File: config.mk
export PLATFORM = sky130hd
export DESIGN_NAME = neuron_mac_unit
export DESIGN_NICKNAME = d
export VERILOG_FILES = /design/src/rtl/neuron_mac_unit.sv
export SDC_FILE = /design/constraint.sdc
export NUM_CORES = 1
export LEC_CHECK = 0
export CORE_MARGIN = 2
export CORE_UTILIZATION = 55
export CTS_CLUSTER_SIZE = 10
export DETAILED_ROUTE_END_ITERATION = 7
export PLACE_DENSITY = 0.85
export SLEW_MARGIN = 5
export SYNTH_ARGS = -nofsm -noshare
export SYNTH_HDL_FRONTEND = slang
export SYNTH_SLANG_ARGS = --single-unit
export TNS_END_PERCENT = 20
File: constraint.sdc
create_clock -name clk -period 11.4 [get_ports clk]
set_clock_uncertainty 0.1 [all_clocks]
set_input_delay 1.14 -clock clk [delete_from_list [all_inputs] [get_ports clk]]
set_output_delay 1.14 -clock clk [all_outputs]
set_load 0.01 [all_outputs]
File: src/rtl/neuron_mac_unit.sv
`default_nettype none
// ============================================================================
//  Module   : neuron_mac_unit
//  Purpose  : Computes one fixed-point neuron output
//             y = act(sat16((sum_i w[i]*x[i]) >>> FRAC + bias))
//             by streaming N_IN weight/activation pairs out of two
//             synchronous-read BRAMs that share one address.
//  Ports    : clk            rising-edge clock
//             rst_n          synchronous active-low reset
//             start, bias    request and signed bias (latched on accept)
//             w_addr/w_en/w_we/w_do   weight BRAM port (read only)
//             x_addr/x_en/x_do        activation BRAM port (mirrors weight)
//             busy, done, y  status, one-cycle done pulse, held result
//  Revision : 1.0  initial release
// ============================================================================
module neuron_mac_unit #(
    parameter int N_IN = 28,
    parameter int FRAC = 8,
    parameter int RELU = 1
) (
    input  logic        clk,
    input  logic        rst_n,
    input  logic        start,
    input  logic [15:0] bias,
    output logic [4:0]  w_addr,
    output logic        w_en,
    output logic        w_we,
    input  logic [15:0] w_do,
    output logic [4:0]  x_addr,
    output logic        x_en,
    input  logic [15:0] x_do,
    output logic        busy,
    output logic        done,
    output logic [15:0] y
);

    localparam logic [4:0]         c_last_addr = 5'(N_IN - 1);
    localparam logic signed [40:0] c_sat_max   = 41'sd32767;
    localparam logic signed [40:0] c_sat_min   = -41'sd32768;

    typedef enum logic [2:0] {
        IDLE  = 3'd0,
        FETCH = 3'd1,
        DRAIN = 3'd2,
        FINAL = 3'd3,
        OUT   = 3'd4
    } state_t;

    state_t r_state;
    state_t w_next;

    logic [4:0]         r_w_addr;
    logic               r_w_en;
    logic               r_rd_vld;   // BRAM outputs hold a pair to accumulate
    logic signed [39:0] r_acc;
    logic [15:0]        r_bias;
    logic [15:0]        r_y;
    logic               r_done;

    logic signed [31:0] w_wd_ext;
    logic signed [31:0] w_xd_ext;
    logic signed [31:0] w_prod;
    logic signed [39:0] w_shifted;
    logic signed [40:0] w_sum;
    logic [15:0]        w_sat;
    logic [15:0]        w_y_next;

    // ------------------------------------------------------------------
    // State register and next-state logic
    // ------------------------------------------------------------------
    always_ff @(posedge clk) begin
        if (!rst_n) begin
            r_state <= IDLE;
        end else begin
            r_state <= w_next;
        end
    end

    always_comb begin
        w_next = r_state;
        case (r_state)
            IDLE:    if (start) w_next = FETCH;
            FETCH:   if (r_w_addr == c_last_addr) w_next = DRAIN;
            DRAIN:   w_next = FINAL;
            FINAL:   w_next = OUT;
            OUT:     w_next = IDLE;
            default: w_next = IDLE;
        endcase
    end

    // ------------------------------------------------------------------
    // Datapath
    // ------------------------------------------------------------------
    // Both operands sign-extended to 32 bits; the full product of two
    // 16-bit signed values always fits in 32 bits.
    assign w_wd_ext = {{16{w_do[15]}}, w_do};
    assign w_xd_ext = {{16{x_do[15]}}, x_do};
    assign w_prod   = w_wd_ext * w_xd_ext;

    // Arithmetic shift rounds toward -inf; one guard bit on the bias add
    // keeps the sum exact before saturation.
    assign w_shifted = r_acc >>> FRAC;
    assign w_sum     = {w_shifted[39], w_shifted} + {{25{r_bias[15]}}, r_bias};

    always_comb begin
        w_sat = w_sum[15:0];
        if (w_sum > c_sat_max) begin
            w_sat = 16'h7FFF;
        end else if (w_sum < c_sat_min) begin
            w_sat = 16'h8000;
        end
        w_y_next = w_sat;
        if ((RELU != 0) && w_sat[15]) begin
            w_y_next = 16'h0000;
        end
    end

    always_ff @(posedge clk) begin
        if (!rst_n) begin
            r_w_addr <= 5'd0;
            r_w_en   <= 1'b0;
            r_rd_vld <= 1'b0;
            r_acc    <= 40'sd0;
            r_bias   <= 16'h0000;
            r_y      <= 16'h0000;
            r_done   <= 1'b0;
        end else begin
            r_done   <= (r_state == OUT);
            // A read issued this cycle returns data after this edge.
            r_rd_vld <= r_w_en;
            if (r_rd_vld) begin
                r_acc <= r_acc + {{8{w_prod[31]}}, w_prod};
            end
            case (r_state)
                IDLE: begin
                    if (start) begin
                        r_bias   <= bias;
                        r_acc    <= 40'sd0;
                        r_w_addr <= 5'd0;
                        r_w_en   <= 1'b1;
                    end
                end
                FETCH: begin
                    if (r_w_addr == c_last_addr) begin
                        r_w_en <= 1'b0;
                    end else begin
                        r_w_addr <= r_w_addr + 5'd1;
                    end
                end
                FINAL: begin
                    r_y <= w_y_next;
                end
                default: ;
            endcase
        end
    end

    assign w_addr = r_w_addr;
    assign x_addr = r_w_addr;
    assign w_en   = r_w_en;
    assign x_en   = r_w_en;
    assign w_we   = 1'b0;
    assign busy   = (r_state != IDLE);
    assign done   = r_done;
    assign y      = r_y;

endmodule
`default_nettype wire

# ---- Word-level counts from Yosys, hierarchy flattened
# Cells that the tools add are included.
dict set report word_totals {
  reg_bits 83
  wordCells 44
}
dict set report op_classes {
  n_addsub 3
  n_mul 1
  n_lt_le_gt_ge 2
  eq_ne 8
  muxes 15
  n_reduce_logical 7
}
# operator n
set op_table {}
lappend op_table {{2-to-1 mux 40 bit} 3}
lappend op_table {{adder 40 bit} 1}
lappend op_table {{adder 32 x 16 -> 33 bit} 1}
lappend op_table {{> comparator 33 x 16 -> 1 bit (second input constant)} 1}
lappend op_table {{< comparator 33 x 16 -> 1 bit (second input constant)} 1}
lappend op_table {{multiplier 16 x 16 -> 32 bit} 1}
lappend op_table {{2-to-1 mux 16 bit} 2}
lappend op_table {{2-to-1 mux 15 bit} 1}
lappend op_table {{case mux 3 bit (4 select lines)} 1}
lappend op_table {{2-to-1 mux 5 bit} 2}
lappend op_table {{case mux 5 bit (2 select lines)} 1}
lappend op_table {{equality test 3 x 2 -> 1 bit (second input constant)} 2}
lappend op_table {{2-to-1 mux 3 bit} 2}
lappend op_table {{!= test 2 bit (second input constant)} 3}
lappend op_table {{AND reduction 3 bit} 2}
lappend op_table {{adder 5 x 1 -> 5 bit (second input constant)} 1}
lappend op_table {{equality test 5 bit (second input constant)} 1}
lappend op_table {{AND reduction 2 bit} 2}
lappend op_table {{equality test 3 x 1 -> 1 bit (second input constant)} 1}
lappend op_table {{equality test 3 bit (second input constant)} 1}
lappend op_table {{zero test 3 bit} 1}
lappend op_table {{nonzero test 3 bit} 1}
lappend op_table {{2-to-1 mux 1 bit} 2}
lappend op_table {{case mux 1 bit (2 select lines)} 1}
lappend op_table {{nonzero test 2 bit} 1}

# ---- Logic depth before layout (Yosys ltp)
# Gate-level depths: netlist of run 1.
dict set report logic_depth {
  word_depth 5
  ltp_mapped 34
  ltp_nobuf 33
}

# ---- Worst setup path after synthesis of run 1
# OpenSTA, ideal clock, no wires.
dict set report synth_timing {
  path_type {input -> register}
  startpoint {input port w_do[15]}
  endpoint {register r_acc[37]}
  t_arrival_ps 9097
  required_ps 11168
  setup_slack_ps 2071
  path_stages 28
  path_buffers 1
  path_cell_list {clkbuf_1 nand2_1 fa_1 inv_1 fa_1 fa_1 fa_1 fa_1 inv_1 fa_1 inv_1 ha_1 a21o_1 a21o_1 a21oi_1 o211ai_1 o31ai_1 nor2_1 a211oi_1 ha_1 a21oi_1 a21boi_0 o21ai_0 o21ba_2 or4_1 a21oi_1 nand3b_1 a21oi_1}
}
dict set report synth_between {
  elab_chain_cells 5
}
# element line_no
set synth_lines {}
lappend synth_lines {{start, declared} 28} ;# input logic [15:0] w_do,
lappend synth_lines {{multiplier 16 x 16 -> 32 bit (*)} 98} ;# assign w_prod = w_wd_ext * w_xd_ext;
lappend synth_lines {{adder 40 bit (*)} 132} ;# r_acc <= r_acc + {{8{w_prod[31]}}, w_prod};
lappend synth_lines {{2-to-1 mux 40 bit (*)} 131} ;# if (r_rd_vld) begin
lappend synth_lines {{2-to-1 mux 40 bit} 136} ;# if (start) begin
lappend synth_lines {{2-to-1 mux 40 bit (*)} 134} ;# case (r_state)
lappend synth_lines {{end signal, assigned} 132}
lappend synth_lines {{end, declared} 55} ;# logic signed [39:0] r_acc;
# Every way passes the cells marked *; elsewhere a longest branch is shown, timed or not.
# A chain may end at the register's enable or synchronous reset.

# ---- Worst setup path after layout of run 1
dict set report layout_timing {
  startpoint {input port w_do[8]}
  endpoint {register r_acc[39]}
}
# Same word-level chain as after synthesis.

==> impl_metrics.json, run 1 <==
{
  "status": "completed",
  "worstHoldStart": "r_bias[0]$_SDFFE_PN0P_",
  "fin_setup_tns_ns": 0,
  "synth_top_flop_cell": "dfxtp_1",
  "firstDrtPassIters": 7,
  "synth_fa_ha_area_share_pct": 42.6,
  "cts-htree-levels": 3,
  "path_common_cell": "fa_1",
  "synth-async-reset-ratio_pct": 0,
  "min_delay_path_depth": 2,
  "drtIter0Drc": 925,
  "grt_overflow": 0,
  "setup_viol": 0,
  "rows": 64,
  "hold_violations": 0,
  "synth_area_sq_um": 17000,
  "worst_pin_slew_ns": 1.21,
  "worst_ep_required_time_ns": 11.57,
  "synth.ff_latch_count": 82,
  "postSynthCellCount": 2016,
  "grt_use_total_pct": 26.2,
  "synth_compound_area_share_pct": 14.7,
  "clkTransAtPathRegs_ns": 0.07,
  "n_fill_cell": 2530,
  "cts_root_buffer": "clkbuf_16",
  "die_h_microns": 180,
  "drcViolationCount": 0,
  "cts_buffer_depth": 2,
  "hp-class": "flop to flop",
  "grt_pass1_vias": 14500,
  "grt_max_degree": 41,
  "synthMuxAreaShare_pct": 1.42,
  "timing.critical_path.to_type": "flop",
  "maxCapViolCount": 0,
  "regArea_sq_um": 1640,
  "ys_types": 75,
  "ant_nets": 0,
  "die_area_sq_um": 32300,
  "synth_top_family_by_area": "adder cells",
  "die_w_microns": 180,
  "post-route-period-util_pct": 92.5,
  "min_period_ns": 10.54,
  "wl_per_cell_microns": 16.8,
  "cts_buffers": 9,
  "whs_endpoint": "r_bias[0]$_SDFFE_PN0P_",
  "rrSetupSlack_ns": 7.27,
  "area_delta_synth_final_pct": 7.61,
  "r2r_start": "r_bias[15]$_SDFFE_PN0P_",
  "synth-simple-area-share_pct": 17.9,
  "clk_latency_ns": 0.34,
  "crit_fanout": 16,
  "nNetsFinal": 2508,
  "slew_viol_final": 0,
  "grt_pass1_wl_microns": 70500,
  "timing.hold.ws_ns": 0.370,
  "max-slew-margin-rel_pct": 19.0,
  "slowest_delay_ns": 0.83,
  "yosys-top-cells-area": "fa_1 31%, ha_1 11%, dfxtp_1 9.7%, inv_1 7.7%, and2_1 5.0%",
  "yosysTopAreaCell": "fa_1",
  "ys_warn_count": 0,
  "synth_edf_count": 0,
  "start_kind": "input pin",
  "diodes": 0,
  "place_hpwl_microns": 32900,
  "drt_wl_total_microns": 40900,
  "cts_resized": 0,
  "pin_count": 82,
  "start_util_pct": 55.7,
  "drive_gt1_share_pct": 2.30,
  "core-area_sq_um": 30500,
  "cts_tree": "done",
  "cts_hold_buffers": 0,
  "post_cts_buffers": 0,
  "rsz0062_at_grt": "false",
  "cpMaxStageDelayCell": "clkdlybuf4s50_1",
  "synth_seq_area_share_pct": 9.67,
  "crit_type": "input pin to flop",
  "regToRegEndpoint": "y[0]$_SDFFE_PN0P_",
  "clock.fmax_mhz": 94.9,
  "reg2reg_depth": 9,
  "io_buffers": 79,
  "gp_congestion": 0.908,
  "antenna_found_initial": 0,
  "vias": 14000,
  "synth_xor_area_share_pct": 3.96,
  "vias_per_cell": 5.73,
  "yosysTopAreaCellShare_pct": 31.1,
  "postSynthAreaPerCell_sq_um": 8.42,
  "arrival_ns": 10.72,
  "multi_input_area_sq_um": 13700,
  "clock-sinks": 82
}
[worst max path at each step]
stage,startpoint,end,slack (ns)
2_1_floorplan,w_do[15],r_acc[37]$_SDFF_PN0_,2.07
3_3_place_gp,w_do[6],r_acc[39]$_SDFF_PN0_,1.04
3_5_place_dp,w_do[8],r_acc[39]$_SDFF_PN0_,0.71
4_1_cts,w_do[8],r_acc[39]$_SDFF_PN0_,1.05
5_1_grt,w_do[8],r_acc[39]$_SDFF_PN0_,0.46
6_report,w_do[8],r_acc[39]$_SDFF_PN0_,0.86
[cells by family (layout without fill, tap and decap cells)]
kind of cell	count (synthesis)	count (layout)
muxes	24	24
DFF	82	82
adders and majority gates	420	420
AOI/OAI and AO/OA	377	377
xor gates and xnor gates	76	76
other	1	2
and+or+nand+nor	610	610
buffers and inverters	426	451
[cells in the mapped netlist (24+ instances only)]
cell type / number
inv_1: 350
fa_1: 264
nand2_1: 215
ha_1: 156
and2_1: 135
a21oi_1: 108
nor2_1: 96
dfxtp_1: 82
o21ai_0: 71
clkbuf_1: 62
xnor2_1: 51
a21o_1: 42
nand3_1: 34
nor3_1: 26
xor2_1: 24
[worst max-delay path: cells and delay by family]
family / cells / cell delay (ns)
AND/OR/NAND/NOR: 8 / 1.74
XOR/XNOR: 1 / 0.16
multiplexers: 2 / 0.37
adder cells (fa/ha/maj): 8 / 3.88
buffers and inverters: 5 / 1.04
AO/OA/AOI/OAI: 7 / 2.36
[placed cells by master, fill, tap and decap left out, types with 6 or more instances in the layout]
cell / n
fa_1: 264
mux2i_1: 23
or3_1: 8
a31oi_1: 8
o21bai_1: 16
a211oi_1: 15
xnor2_1: 51
clkbuf_16: 9
o211ai_1: 7
nor2_1: 96
nand4_1: 6
clkdlybuf4s50_1: 79
dfxtp_1: 81
inv_1: 350
o31ai_1: 9
nand2_1: 215
nand3b_1: 7
nand2b_1: 15
a21oi_1: 108
and2_1: 135
o2111ai_1: 6
a21boi_0: 23
ha_1: 156
nor3_1: 26
nor2b_1: 11
xor2_1: 24
o21ai_0: 71
nor4_1: 12
nand3_1: 34
o21a_1: 19
a21o_1: 42
and3_1: 20
[routing by layer]
layer | global-route usage, % | routed length (microns) | share of wire [%]
met5 | 0 | 0 | 0
met1 | 35.3 | 17500 | 43
met4 | 6.28 | 760 | 1.9
met3 | 4.48 | 3080 | 7.5
met2 | 44.0 | 19600 | 48
[metrics by stage]
stage | setup WS, ns | std cells | util (%) | area [sq um]
after CTS | 1.05 | 2438 | 59.9 | 18300
final | 0.857 | 2438 | 59.9 | 18300
after detailed placement | 0.712 | 2422 | 58.9 | 18000
after floorplan | 2.07 | 2017 | - | 17000
after global placement | 1.04 | 2422 | 58.9 | 18000
after global routing | 0.465 | 2438 | 59.9 | 18300
[state kept, by name, summed over array words and instances (netlist names)]
| name | flops |
|---|---|
| done | 1 |
| w_en | 1 |
| w_addr | 5 |
| r_rd_vld | 1 |
| y | 15 |
| r_state | 3 |
| r_acc | 40 |
| r_bias | 16 |
[final cells by class]
class	instances	share of cell area (%)
inverters	351	7.21
flip-flops and latches	82	8.99
multi-input cells	1509	75.0
clock buffers	9	1.23
repair buffers	84	4.53
clock inverters	7	0.363
well taps	396	2.71
Power of run 1 is left out: the tool's default activity adds up to more than one toggle a clock period on the data nets, which glitch-free logic cannot reach.
==> run 2: changes to the inputs <==
==> constraint.sdc (replaced) <==
create_clock -name clk -period 12.1 [get_ports clk]
set_clock_uncertainty 0.1 [all_clocks]
set_input_delay 1.21 -clock clk [delete_from_list [all_inputs] [get_ports clk]]
set_output_delay 1.21 -clock clk [all_outputs]
set_load 0.01 [all_outputs]
==> impl_metrics.json, run 2 (synthesis results as in run 1) <==
{
  "maxCapViolCount": 0,
  "clock-sinks": 82,
  "cts-htree-levels": 3,
  "cts_tree": "done",
  "rsz0062_at_grt": "false",
  "wl_per_cell_microns": 16.7,
  "fin_setup_tns_ns": 0,
  "post_cts_buffers": 0,
  "die_area_sq_um": 32300,
  "max-slew-margin-rel_pct": 20.9,
  "grt_pass1_vias": 14400,
  "wl_met1_microns": 17100,
  "ant_nets": 0,
  "nNetsFinal": 2507,
  "hp-class": "flop to flop",
  "area_delta_synth_final_pct": 7.78,
  "cts_root_buffer": "clkbuf_16",
  "slowest_delay_ns": 0.83,
  "cts_hold_buffers": 0,
  "worst_pin_slew_ns": 1.18,
  "grt_overflow": 0,
  "path_common_cell": "fa_1",
  "cpMaxStageDelayCell": "clkdlybuf4s50_1",
  "regToRegEndpoint": "y[6]$_SDFFE_PN0P_",
  "timing.critical_path.to_type": "flop",
  "crit_fanout": 16,
  "largest_register_ffs": 40,
  "worstHoldStart": "r_acc[4]$_SDFF_PN0_",
  "place_hpwl_microns": 32600,
  "cts_buffer_depth": 2,
  "n_fill_cell": 2544,
  "top_layer_used": "met4",
  "diodes": 0,
  "clk_latency_ns": 0.34,
  "cts_buffers": 9,
  "grt_use_total_pct": 26.0,
  "worst_ep_required_time_ns": 12.28,
  "fin_area_sq_um": 18300,
  "r2r_start": "r_acc[8]$_SDFF_PN0_",
  "grt_pass1_wl_microns": 70100,
  "start_util_pct": 55.7,
  "io_buffers": 79,
  "die_h_microns": 180,
  "vias": 14000,
  "rrSetupSlack_ns": 8.02,
  "layout_commonest_cell": "inv_1",
  "rows": 64,
  "antenna_found_initial": 0,
  "arrival_ns": 10.82,
  "whs_endpoint": "r_acc[4]$_SDFF_PN0_",
  "placed_area_sq_um": 18000,
  "cts_resized": 0,
  "die_w_microns": 180,
  "status": "completed",
  "clkTransAtPathRegs_ns": 0.07,
  "vias_per_cell": 5.73,
  "post-route-period-util_pct": 87.9,
  "wl_met2_microns": 19300,
  "setup_viol": 0,
  "min_period_ns": 10.64,
  "wl_met3_microns": 3250,
  "clock.fmax_mhz": 94.0,
  "reg2reg_depth": 11,
  "most-common-layout-cells": "350 x inv_1, 264 x fa_1, 215 x nand2_1, 156 x ha_1, 135 x and2_1",
  "grt_max_degree": 41,
  "firstDrtPassIters": 5,
  "start_kind": "input pin",
  "hold_violations": 0,
  "largest-register": "r_acc",
  "crit_type": "input pin to flop",
  "core-area_sq_um": 30500,
  "drt_wl_total_microns": 40600,
  "drtIter0Drc": 888,
  "pin_count": 82,
  "drive_gt1_share_pct": 2.20,
  "min_delay_path_depth": 2,
  "slew_viol_final": 0,
  "gp_congestion": 0.913,
  "drcViolationCount": 0
}
[run 2: area by class of cell]
cell class / instances / area [sq um] / area share (%)
Multi-Input combinational cell: 1509 / 13700 / 74.8
Inverter: 351 / 1320 / 7.20
Clock buffer: 11 / 243 / 1.33
Timing Repair Buffer: 83 / 821 / 4.48
Tap cell: 396 / 495 / 2.71
Sequential cell: 82 / 1640 / 8.98
Clock inverter: 5 / 85.1 / 0.465
[run 2: how the worst max path moves through the flow]
stage / from / to / slack, ns / cells past startpoint
2_1_floorplan: w_do[15] / r_acc[37]$_SDFF_PN0_ / 2.70 / 28
3_3_place_gp: w_do[6] / r_acc[39]$_SDFF_PN0_ / 1.68 / 31
3_5_place_dp: w_do[6] / r_acc[39]$_SDFF_PN0_ / 1.30 / 31
4_1_cts: w_do[6] / r_acc[39]$_SDFF_PN0_ / 1.61 / 31
5_1_grt: w_do[6] / r_acc[39]$_SDFF_PN0_ / 1.04 / 31
6_report: w_do[6] / r_acc[39]$_SDFF_PN0_ / 1.46 / 31
[run 2: stage by stage]
| stage | worst slack [ns] | std cells | utilization, % | hold WS [ns] |
|---|---|---|---|---|
| 2_1_floorplan | 2.70 | 2017 | - | 0.336 |
| 3_3_place_gp | 1.68 | 2421 | 58.9 | 0.352 |
| 3_5_place_dp | 1.30 | 2421 | 58.9 | 0.354 |
| 4_1_cts | 1.61 | 2437 | 60.0 | 0.365 |
| 5_1_grt | 1.04 | 2437 | 60.0 | 0.397 |
| 6_report | 1.46 | 2437 | 60.0 | 0.361 |
[run 2: worst max-delay path: cells and delay by family]
kind / cells / cell delay [ns]
buffers and inverters: 5 / 1.03
XOR/XNOR: 1 / 0.17
AND/OR/NAND/NOR: 6 / 1.25
adder cells (fa/ha/maj): 8 / 3.90
AO/OA/AOI/OAI: 9 / 2.82
multiplexers: 2 / 0.39
[run 2: routing by layer]
layer  track usage [%]  up-vias
met1              35.6     6699
met2              42.6      590
met4              6.86        0
li1                  -     6579
met3              4.76       92
met5                 0        -
Power of run 2 is left out for the same reason.
==> run 3: changes to the inputs <==
--- a/config.mk
+++ b/config.mk
@@ -5,11 +5,12 @@
 export SDC_FILE = /design/constraint.sdc
 export NUM_CORES = 1
 export LEC_CHECK = 0
-export CORE_MARGIN = 2
+export CORE_MARGIN = 3
 export CORE_UTILIZATION = 55
 export CTS_CLUSTER_SIZE = 10
 export DETAILED_ROUTE_END_ITERATION = 7
 export PLACE_DENSITY = 0.85
+export SKIP_LAST_GASP = 1
 export SLEW_MARGIN = 5
 export SYNTH_ARGS = -nofsm -noshare
 export SYNTH_HDL_FRONTEND = slang
==> impl_metrics.json, run 3 (synthesis results as in run 1) <==
{
  "cts_tree": "done",
  "drtIter0Drc": 1051,
  "clock-sinks": 82,
  "start_kind": "input pin",
  "fin_setup_tns_ns": 0,
  "cts_buffer_depth": 2,
  "place_hpwl_microns": 34300,
  "cts_resized": 0,
  "fin_area_sq_um": 18300,
  "layout_commonest_cell": "inv_1",
  "cts_root_buffer": "clkbuf_16",
  "cts-htree-levels": 3,
  "diodes": 0,
  "regToRegEndpoint": "y[1]$_SDFFE_PN0P_",
  "hp-class": "flop to flop",
  "slew_viol_final": 0,
  "grt_pass1_wl_microns": 72800,
  "grt_max_degree": 41,
  "setup_viol": 0,
  "clk_latency_ns": 0.36,
  "post_cts_buffers": 0,
  "timing.critical_path.to_type": "flop",
  "firstDrtPassIters": 5,
  "crit_fanout": 16,
  "worst_pin_slew_ns": 1.27,
  "die_w_microns": 182,
  "crit_path_end": "r_acc[39]$_SDFF_PN0_",
  "area_delta_synth_final_pct": 7.65,
  "core-area_sq_um": 30000,
  "pin_count": 82,
  "worstSetupStartpoint": "x_do[9]",
  "grt_use_total_pct": 26.4,
  "clock.fmax_mhz": 94.7,
  "largest_register_ffs": 40,
  "ant_nets": 0,
  "worst_ep_required_time_ns": 12.28,
  "vias_per_cell": 5.85,
  "cts_buffers": 9,
  "max-slew-margin-rel_pct": 15.1,
  "path_common_cell": "fa_1",
  "post-route-period-util_pct": 87.3,
  "antenna_found_initial": 0,
  "die_area_sq_um": 33000,
  "status": "completed",
  "drcViolationCount": 0,
  "slowest_delay_ns": 0.96,
  "io_buffers": 79,
  "rows": 63,
  "hold_violations": 0,
  "clkTransAtPathRegs_ns": 0.07,
  "reg2reg_depth": 11,
  "drive_gt1_share_pct": 2.21,
  "cpMaxStageDelayCell": "clkdlybuf4s50_1",
  "cts_hold_buffers": 0,
  "maxCapViolCount": 0,
  "most-common-layout-cells": "350 x inv_1, 264 x fa_1, 215 x nand2_1, 156 x ha_1, 135 x and2_1",
  "grt_pass1_vias": 14800,
  "die_h_microns": 182,
  "arrival_ns": 10.75,
  "min_period_ns": 10.56,
  "largest-register": "r_acc",
  "rrSetupSlack_ns": 8.00,
  "crit_type": "input pin to flop",
  "nNetsFinal": 2506,
  "start_util_pct": 56.5,
  "placed_area_sq_um": 18000,
  "grt_overflow": 0,
  "gp_congestion": 0.920,
  "r2r_start": "r_acc[8]$_SDFF_PN0_",
  "rsz0062_at_grt": "false",
  "vias": 14200,
  "drt_wl_total_microns": 42400,
  "wl_per_cell_microns": 17.4
}
[run 3: per-stage QoR]
step	setup slack [ns]	hold WS [ns]	utilization [%]	std cells
after floorplan	2.70	0.336	-	2017
after global placement	1.54	0.347	59.8	2414
after detailed placement	1.33	0.352	59.8	2414
after CTS	1.69	0.361	60.9	2430
after global routing	0.944	0.404	60.9	2430
final	1.54	0.361	60.9	2430
[run 3: how the worst min path moves through the flow]
stage                                   start             endpoint  slack, ns  cells after the start
after global routing      r_acc[4]$_SDFF_PN0_  r_acc[4]$_SDFF_PN0_       0.40                      2
after global placement    r_acc[4]$_SDFF_PN0_  r_acc[4]$_SDFF_PN0_       0.35                      2
after floorplan           r_acc[4]$_SDFF_PN0_  r_acc[4]$_SDFF_PN0_       0.34                      2
after CTS                 r_acc[4]$_SDFF_PN0_  r_acc[4]$_SDFF_PN0_       0.36                      2
final                     r_acc[4]$_SDFF_PN0_  r_acc[4]$_SDFF_PN0_       0.36                      2
after detailed placement  r_acc[4]$_SDFF_PN0_  r_acc[4]$_SDFF_PN0_       0.35                      2
[run 3: final cells by class]
type | count | area [sq um]
multi-input cells | 1509 | 13700
fillers | 2508 | 11800
flip-flops and latches | 82 | 1640
inverters | 351 | 1320
repair buffers | 82 | 813
well taps | 390 | 488
clock buffers | 9 | 225
clock inverters | 7 | 95.1
[run 3: routing by layer]
metal	vias up	share of wire (%)	GRT usage, %
met1	7018	42	35.0
met3	73	6.5	3.77
met5	-	0	0
met2	545	50	45.5
li1	6569	-	-
met4	0	1.9	6.61
[run 3: worst max-delay path: cells and delay by family]
kind	cells	cell delay, ns
buf+inv	6	1.22
mux	2	0.36
fa+ha+maj	8	3.92
simple gates	8	1.51
compound gates	7	2.35
xor+xnor	1	0.16
Power of run 3 is left out for the same reason.
